==> config.mk <==
export PLATFORM = sky130hd
export DESIGN_NAME = wide_add_sequencer
export DESIGN_NICKNAME = d
export VERILOG_FILES = /design/src/rtl/wide_add_sequencer.sv
export SDC_FILE = /design/constraint.sdc
export NUM_CORES = 1
export LEC_CHECK = 0
export CAP_MARGIN = 20
export CORE_MARGIN = 1.5
export CORE_UTILIZATION = 51
export CTS_BUF_LIST = sky130_fd_sc_hd__clkbuf_4 sky130_fd_sc_hd__clkbuf_8 sky130_fd_sc_hd__clkbuf_16
export CTS_CLUSTER_DIAMETER = 120
export DETAILED_ROUTE_END_ITERATION = 12
export PLACE_DENSITY = 0.84
export SYNTH_ARGS = -nofsm -noshare
export SYNTH_HDL_FRONTEND = slang
export SYNTH_SLANG_ARGS = --single-unit
export TNS_END_PERCENT = 50
==> constraint.sdc <==
create_clock -name clk_i -period 4.9 [get_ports clk_i]
set_input_delay 1.47 -clock clk_i [delete_from_list [all_inputs] [get_ports clk_i]]
set_output_delay 1.47 -clock clk_i [all_outputs]
set_load 0.03 [all_outputs]
==> src/rtl/wide_add_sequencer.sv <==
// Wide (32*NUM_WORDS-bit) add/subtract sequencer built around one shared
// 32-bit carry-lookahead adder, processing operands LSW-first.

module cla_adder_32bit (
  input  logic [31:0] a_i,
  input  logic [31:0] b_i,
  input  logic        cin_i,
  output logic [31:0] sum_o,
  output logic        cout_o
);

  // Eight 4-bit lookahead groups; group carries chain between groups.
  function automatic logic [32:0] cla32(input logic [31:0] a,
                                        input logic [31:0] b,
                                        input logic        cin);
    logic [31:0] g;
    logic [31:0] p;
    logic [32:0] c;
    int unsigned base;
    g    = a & b;
    p    = a ^ b;
    c    = '0;
    c[0] = cin;
    for (int unsigned k = 0; k < 8; k++) begin
      base = 4 * k;
      c[base+1] = g[base] | (p[base] & c[base]);
      c[base+2] = g[base+1] | (p[base+1] & g[base])
                | (p[base+1] & p[base] & c[base]);
      c[base+3] = g[base+2] | (p[base+2] & g[base+1])
                | (p[base+2] & p[base+1] & g[base])
                | (p[base+2] & p[base+1] & p[base] & c[base]);
      c[base+4] = g[base+3] | (p[base+3] & g[base+2])
                | (p[base+3] & p[base+2] & g[base+1])
                | (p[base+3] & p[base+2] & p[base+1] & g[base])
                | (p[base+3] & p[base+2] & p[base+1] & p[base] & c[base]);
    end
    return {c[32], p ^ c[31:0]};
  endfunction

  // Pure combinational add.
  always_comb begin
    {cout_o, sum_o} = cla32(a_i, b_i, cin_i);
  end

endmodule

module wide_add_sequencer #(
  parameter int unsigned NUM_WORDS = 4
) (
  input  logic                      clk_i,
  input  logic                      rst_i,
  input  logic                      req_valid_i,
  output logic                      req_ready_o,
  input  logic [32*NUM_WORDS-1:0]   a_i,
  input  logic [32*NUM_WORDS-1:0]   b_i,
  input  logic                      cin_i,
  input  logic                      sub_i,
  output logic                      rsp_valid_o,
  input  logic                      rsp_ready_i,
  output logic [32*NUM_WORDS-1:0]   sum_o,
  output logic                      cout_o,
  output logic                      ovf_o
);

  localparam int unsigned W    = 32 * NUM_WORDS;
  localparam int unsigned IDXW = (NUM_WORDS > 1) ? $clog2(NUM_WORDS) : 1;
  localparam logic [IDXW-1:0] LAST = IDXW'(NUM_WORDS - 1);

  typedef enum logic [1:0] {IDLE, RUN, DONE} state_t;

  state_t          state_q, state_d;
  logic [IDXW-1:0] idx_q, idx_d;
  logic            carry_q, carry_d;
  logic [W-1:0]    a_q, a_d;
  logic [W-1:0]    b_q, b_d;
  logic [W-1:0]    sum_q, sum_d;
  logic            cout_q, cout_d;
  logic            ovf_q, ovf_d;
  logic            rsp_valid_q, rsp_valid_d;

  logic [IDXW+4:0] base;
  logic [31:0]     a_word;
  logic [31:0]     b_word;
  logic [31:0]     add_sum;
  logic            add_cout;

  assign base   = {idx_q, 5'b0};
  assign a_word = a_q[base +: 32];
  assign b_word = b_q[base +: 32];

  cla_adder_32bit u_adder (
    .a_i    (a_word),
    .b_i    (b_word),
    .cin_i  (carry_q),
    .sum_o  (add_sum),
    .cout_o (add_cout)
  );

  assign req_ready_o = (state_q == IDLE) && !rst_i;
  assign rsp_valid_o = rsp_valid_q;
  assign sum_o       = sum_q;
  assign cout_o      = cout_q;
  assign ovf_o       = ovf_q;

  // Next-state and datapath update: accept, step one word per cycle, hold result.
  always_comb begin
    state_d     = state_q;
    idx_d       = idx_q;
    carry_d     = carry_q;
    a_d         = a_q;
    b_d         = b_q;
    sum_d       = sum_q;
    cout_d      = cout_q;
    ovf_d       = ovf_q;
    rsp_valid_d = rsp_valid_q;
    case (state_q)
      IDLE: begin
        if (req_valid_i && req_ready_o) begin
          a_d     = a_i;
          // Subtract as A + ~B + 1; cin_i is not used in that case.
          b_d     = sub_i ? ~b_i : b_i;
          carry_d = sub_i ? 1'b1 : cin_i;
          idx_d   = '0;
          state_d = RUN;
        end
      end
      RUN: begin
        sum_d[base +: 32] = add_sum;
        carry_d           = add_cout;
        if (idx_q == LAST) begin
          cout_d      = add_cout;
          ovf_d       = (a_word[31] == b_word[31]) && (add_sum[31] != a_word[31]);
          rsp_valid_d = 1'b1;
          state_d     = DONE;
        end else begin
          idx_d = idx_q + 1'b1;
        end
      end
      DONE: begin
        if (rsp_ready_i) begin
          rsp_valid_d = 1'b0;
          state_d     = IDLE;
        end
      end
      default: state_d = IDLE;
    endcase
  end

  // State and datapath registers with synchronous reset.
  always_ff @(posedge clk_i) begin
    if (rst_i) begin
      state_q     <= IDLE;
      idx_q       <= '0;
      carry_q     <= 1'b0;
      a_q         <= '0;
      b_q         <= '0;
      sum_q       <= '0;
      cout_q      <= 1'b0;
      ovf_q       <= 1'b0;
      rsp_valid_q <= 1'b0;
    end else begin
      state_q     <= state_d;
      idx_q       <= idx_d;
      carry_q     <= carry_d;
      a_q         <= a_d;
      b_q         <= b_d;
      sum_q       <= sum_d;
      cout_q      <= cout_d;
      ovf_q       <= ovf_d;
      rsp_valid_q <= rsp_valid_d;
    end
  end

endmodule

==> qor.yml <==
synth:
  yosys-top-cells-count: "392 x dfxtp_1, 288 x nand2_1, 255 x nor2_1"
  yosysWarnings: 0
  ys_seq_elements: 392
  synthCells: 1887
  async_reset_ff_share_pct: 0
  yosysSeqAreaShare_pct: 45.16
  yosysTopAreaCell: "dfxtp_1"
  syn-num-nets: 2195
  synth_top_area_share_pct: 45.16
  yosysUniqueCellTypes: 59
  syn_avg_cell_area_um2: 9.209
  ys.flop_type: "dfxtp_1"
  synth_edf_count: 0
  syn_area_mm2: 0.01738
  synth_most_common_cell: "dfxtp_1"
  synth_area_leaders: "dfxtp_1 45%, mux4_2 8.3%, xnor2_1 6.8%"
grt:
  grt_antenna_before_repair: 6
  track_usage_pct: 28.69
  grt-ovfl-total: 0
  grt_pass1_wl_mm: 79.93
  grt_max_degree: 120
  first_global_vias: 14320
timing:
  hold_viol: 0
  skew_ns: 0.01848
  min_period_ns: 4.254
  finalCritPeriodShare_pct: 86.82
  slew_headroom_pct: 26.61
  slew_violations: 0
  worst_pin_slew_ns: 1.101
  setup_viol: 0
  fin_setup_tns_ns: 0
  grt_setup_unrepaired: "no"
  max_freq_mhz: 235.1
status:
  status: "completed"
power_and_ir_drop:
  intPower_mw: 5.602
  combPwrFrac_pct: 15.2
  sw_frac_of_total_pct: 25.63
  p_leak_nw: 8.090
  powerDensity_mw_per_mm2: 328.3
  seqPwrFrac_pct: 45.2
  pwr-share-clk_pct: 39.6
  p_sw_mw: 1.930
  p_total_mw: 7.532
  vdd_drop_max_mv: 0.1912
die:
  die_w_um: 187.6
  rows: 67
  start_util_pct: 51.82
  core_mm2: 0.03353
  die_y_um: 187.6
  die_area_mm2: 0.03519
  io-pin-count: 394
place:
  place_area_mm2: 0.02163
  place_congestion: 0.8715
  portBuffers: 393
  dp_hpwl_mm: 38.60
setup_path:
  critical_path.max_fanout: 24
  critPathBufInv: 1
  cp_top_family: "compound AO/OA/AOI/OAI gates"
  max_stage_delay_ns: 0.68
  cp-start-kind: "flip-flop"
  critPathKind: "reg -> reg"
  critical_path_required_ns: 5.35
  regToRegSetupSlack_ns: 0.65
  crit_path_end_kind: "flip-flop"
  worstPathCellList: "buf_12, mux4_2, ha_1, a21oi_1, nand3_1, a32oi_1, o21ai_2, a21o_2, a21o_1, fa_1, xor2_1, a22oi_1, nor2_1"
  worstPathArrival_ns: 4.71
  cpMaxStageDelayCell: "dfxtp_4"
layout:
  multi_input_area_mm2: 0.008881
  seq_area_mm2: 0.007855
  drive_above_1_share_pct: 8.555
  nNetsFinal: 2503
  finish.utilization_pct: 68.42
  syn_to_final_growth_pct: 32.02
  fill_cells: 2545
  design_area_mm2: 0.02294
clocking:
  htree_num_levels: 2
  clock_latency_ns: 0.53
  clock_sinks: 392
  cts_tree: "yes"
  post-cts-setup-buffer-count: 0
  cts_resized: 0
  hold_buffers: 0
  clockBufferDepth: 3
  cts-buffers-inserted: 40
  clock-root-buffer: "clkbuf_16"
  path_clk_slew_ns: 0.06
detailed_routing:
  first_pass_iters: 5
  drtAntennaViolNets: 0
  wl_per_cell_um: 19.54
  vias: 15280
  avgViaCountPerCell: 5.716
  drt_iter0_markers: 1322
  drc: 0
  routed_wl_mm: 52.23
job:
  max_cap_violations: 0
worst_hold_path:
  hold_class: "reg -> reg"
==> state kept, by name, summed over array words and instances, names as in the netlist <==
register,count
state_q,2
a_q,128
idx_q,2
carry_q,1
ovf_o,1
cout_o,1
rsp_valid_o,1
sum_o,128
b_q,128
==> routing by layer <==
layer	up-vias	routed length, um	GRT usage, %
li1	7229	-	-
met1	7255	22600	39.50
met2	708	24250	46.72
met3	83	4127	4.585
met4	4	1228	8.092
met5	-	27	0
==> worst min-delay path, delay by kind of cell (launching register included) <==
family | cells | cell delay [ns]
simple gates | 1 | 0.05
compound gates | 1 | 0.05
flops | 1 | 0.31
==> cell type report <==
type	count	area share, %
Inverter	13	0.2127
Timing Repair Buffer	423	18.76
Tap cell	448	2.443
Antenna cell	4	0.04363
Multi-Input combinational cell	1325	38.71
Sequential cell	392	34.24
Clock inverter	10	0.3763
Clock buffer	58	5.219
==> power by group through the flow <==
stage | clock network, mW | registers [mW] | logic (mW)
final | 2.98 | 3.40 | 1.14
after global routing | 3.16 | 3.42 | 1.22
after CTS | 3.01 | 3.40 | 1.13
after detailed placement | 0 | 3.47 | 1.13
after global placement | 0 | 3.47 | 1.10
after floorplan | 0 | 3.46 | 0.647
==> cells in the final DEF, fill, tap and decap left out, types with 8 or more instances in the layout <==
master           synthesis  routed
nand3_1                 20      20
clkbuf_4                 0      10
xor2_1                  13      13
buf_4                    2      19
xnor2_1                134     134
dfxtp_1                392     390
ha_1                    38      38
clkbuf_16                0      41
fa_1                     8       8
a21oi_1                169     169
a22oi_1                 84      84
nor3_1                  17      15
a211oi_1               131     131
inv_1                   12      12
a21o_1                   9       9
o21ai_0                 15      15
mux4_2                  64      64
nor2_1                 255     255
buf_12                   0      11
a32o_1                  12      12
clkdlybuf4s50_1          0     391
nand2_1                288     287
==> per-stage QoR <==
| stage | cells | hold slack, ns | setup slack [ns] |
|---|---|---|---|
| 2_1_floorplan | 1887 | 0.4331 | 0.4238 |
| 6_report | 2673 | 0.4552 | 0.6458 |
| 3_5_place_dp | 2600 | 0.4451 | 0.6703 |
| 5_1_grt | 2671 | 0.4706 | 0.3551 |
| 4_1_cts | 2668 | 0.4533 | 0.6289 |
| 3_3_place_gp | 2600 | 0.4390 | 0.7644 |
==> path summary, 6_finish.rpt <==
path | startpoint | endpoint | cells after the start
hold / removal | a_q[125] | a_q[125] | 2
setup reg to reg | idx_q[0] | sum_o[85] | 13
hold reg to reg | a_q[125] | a_q[125] | 2
setup / recovery | idx_q[0] | sum_o[85] | 13
==> cell families (layout without fill, tap and decap cells) <==
| logic type | Yosys count | after routing | synth area share, % |
|---|---|---|---|
| AND/OR/NAND/NOR | 605 | 605 | 13.76 |
| AO/OA/AOI/OAI | 461 | 461 | 17.76 |
| flip-flops | 392 | 392 | 45.16 |
| buffers and inverters | 170 | 504 | 3.852 |
| XOR/XNOR | 147 | 147 | 7.409 |
| multiplexers | 66 | 66 | 8.410 |
| adder cells (fa/ha/maj) | 46 | 46 | 3.658 |
| other | 0 | 4 | 0 |
No activity file was read; power rests on OpenSTA's default activity.
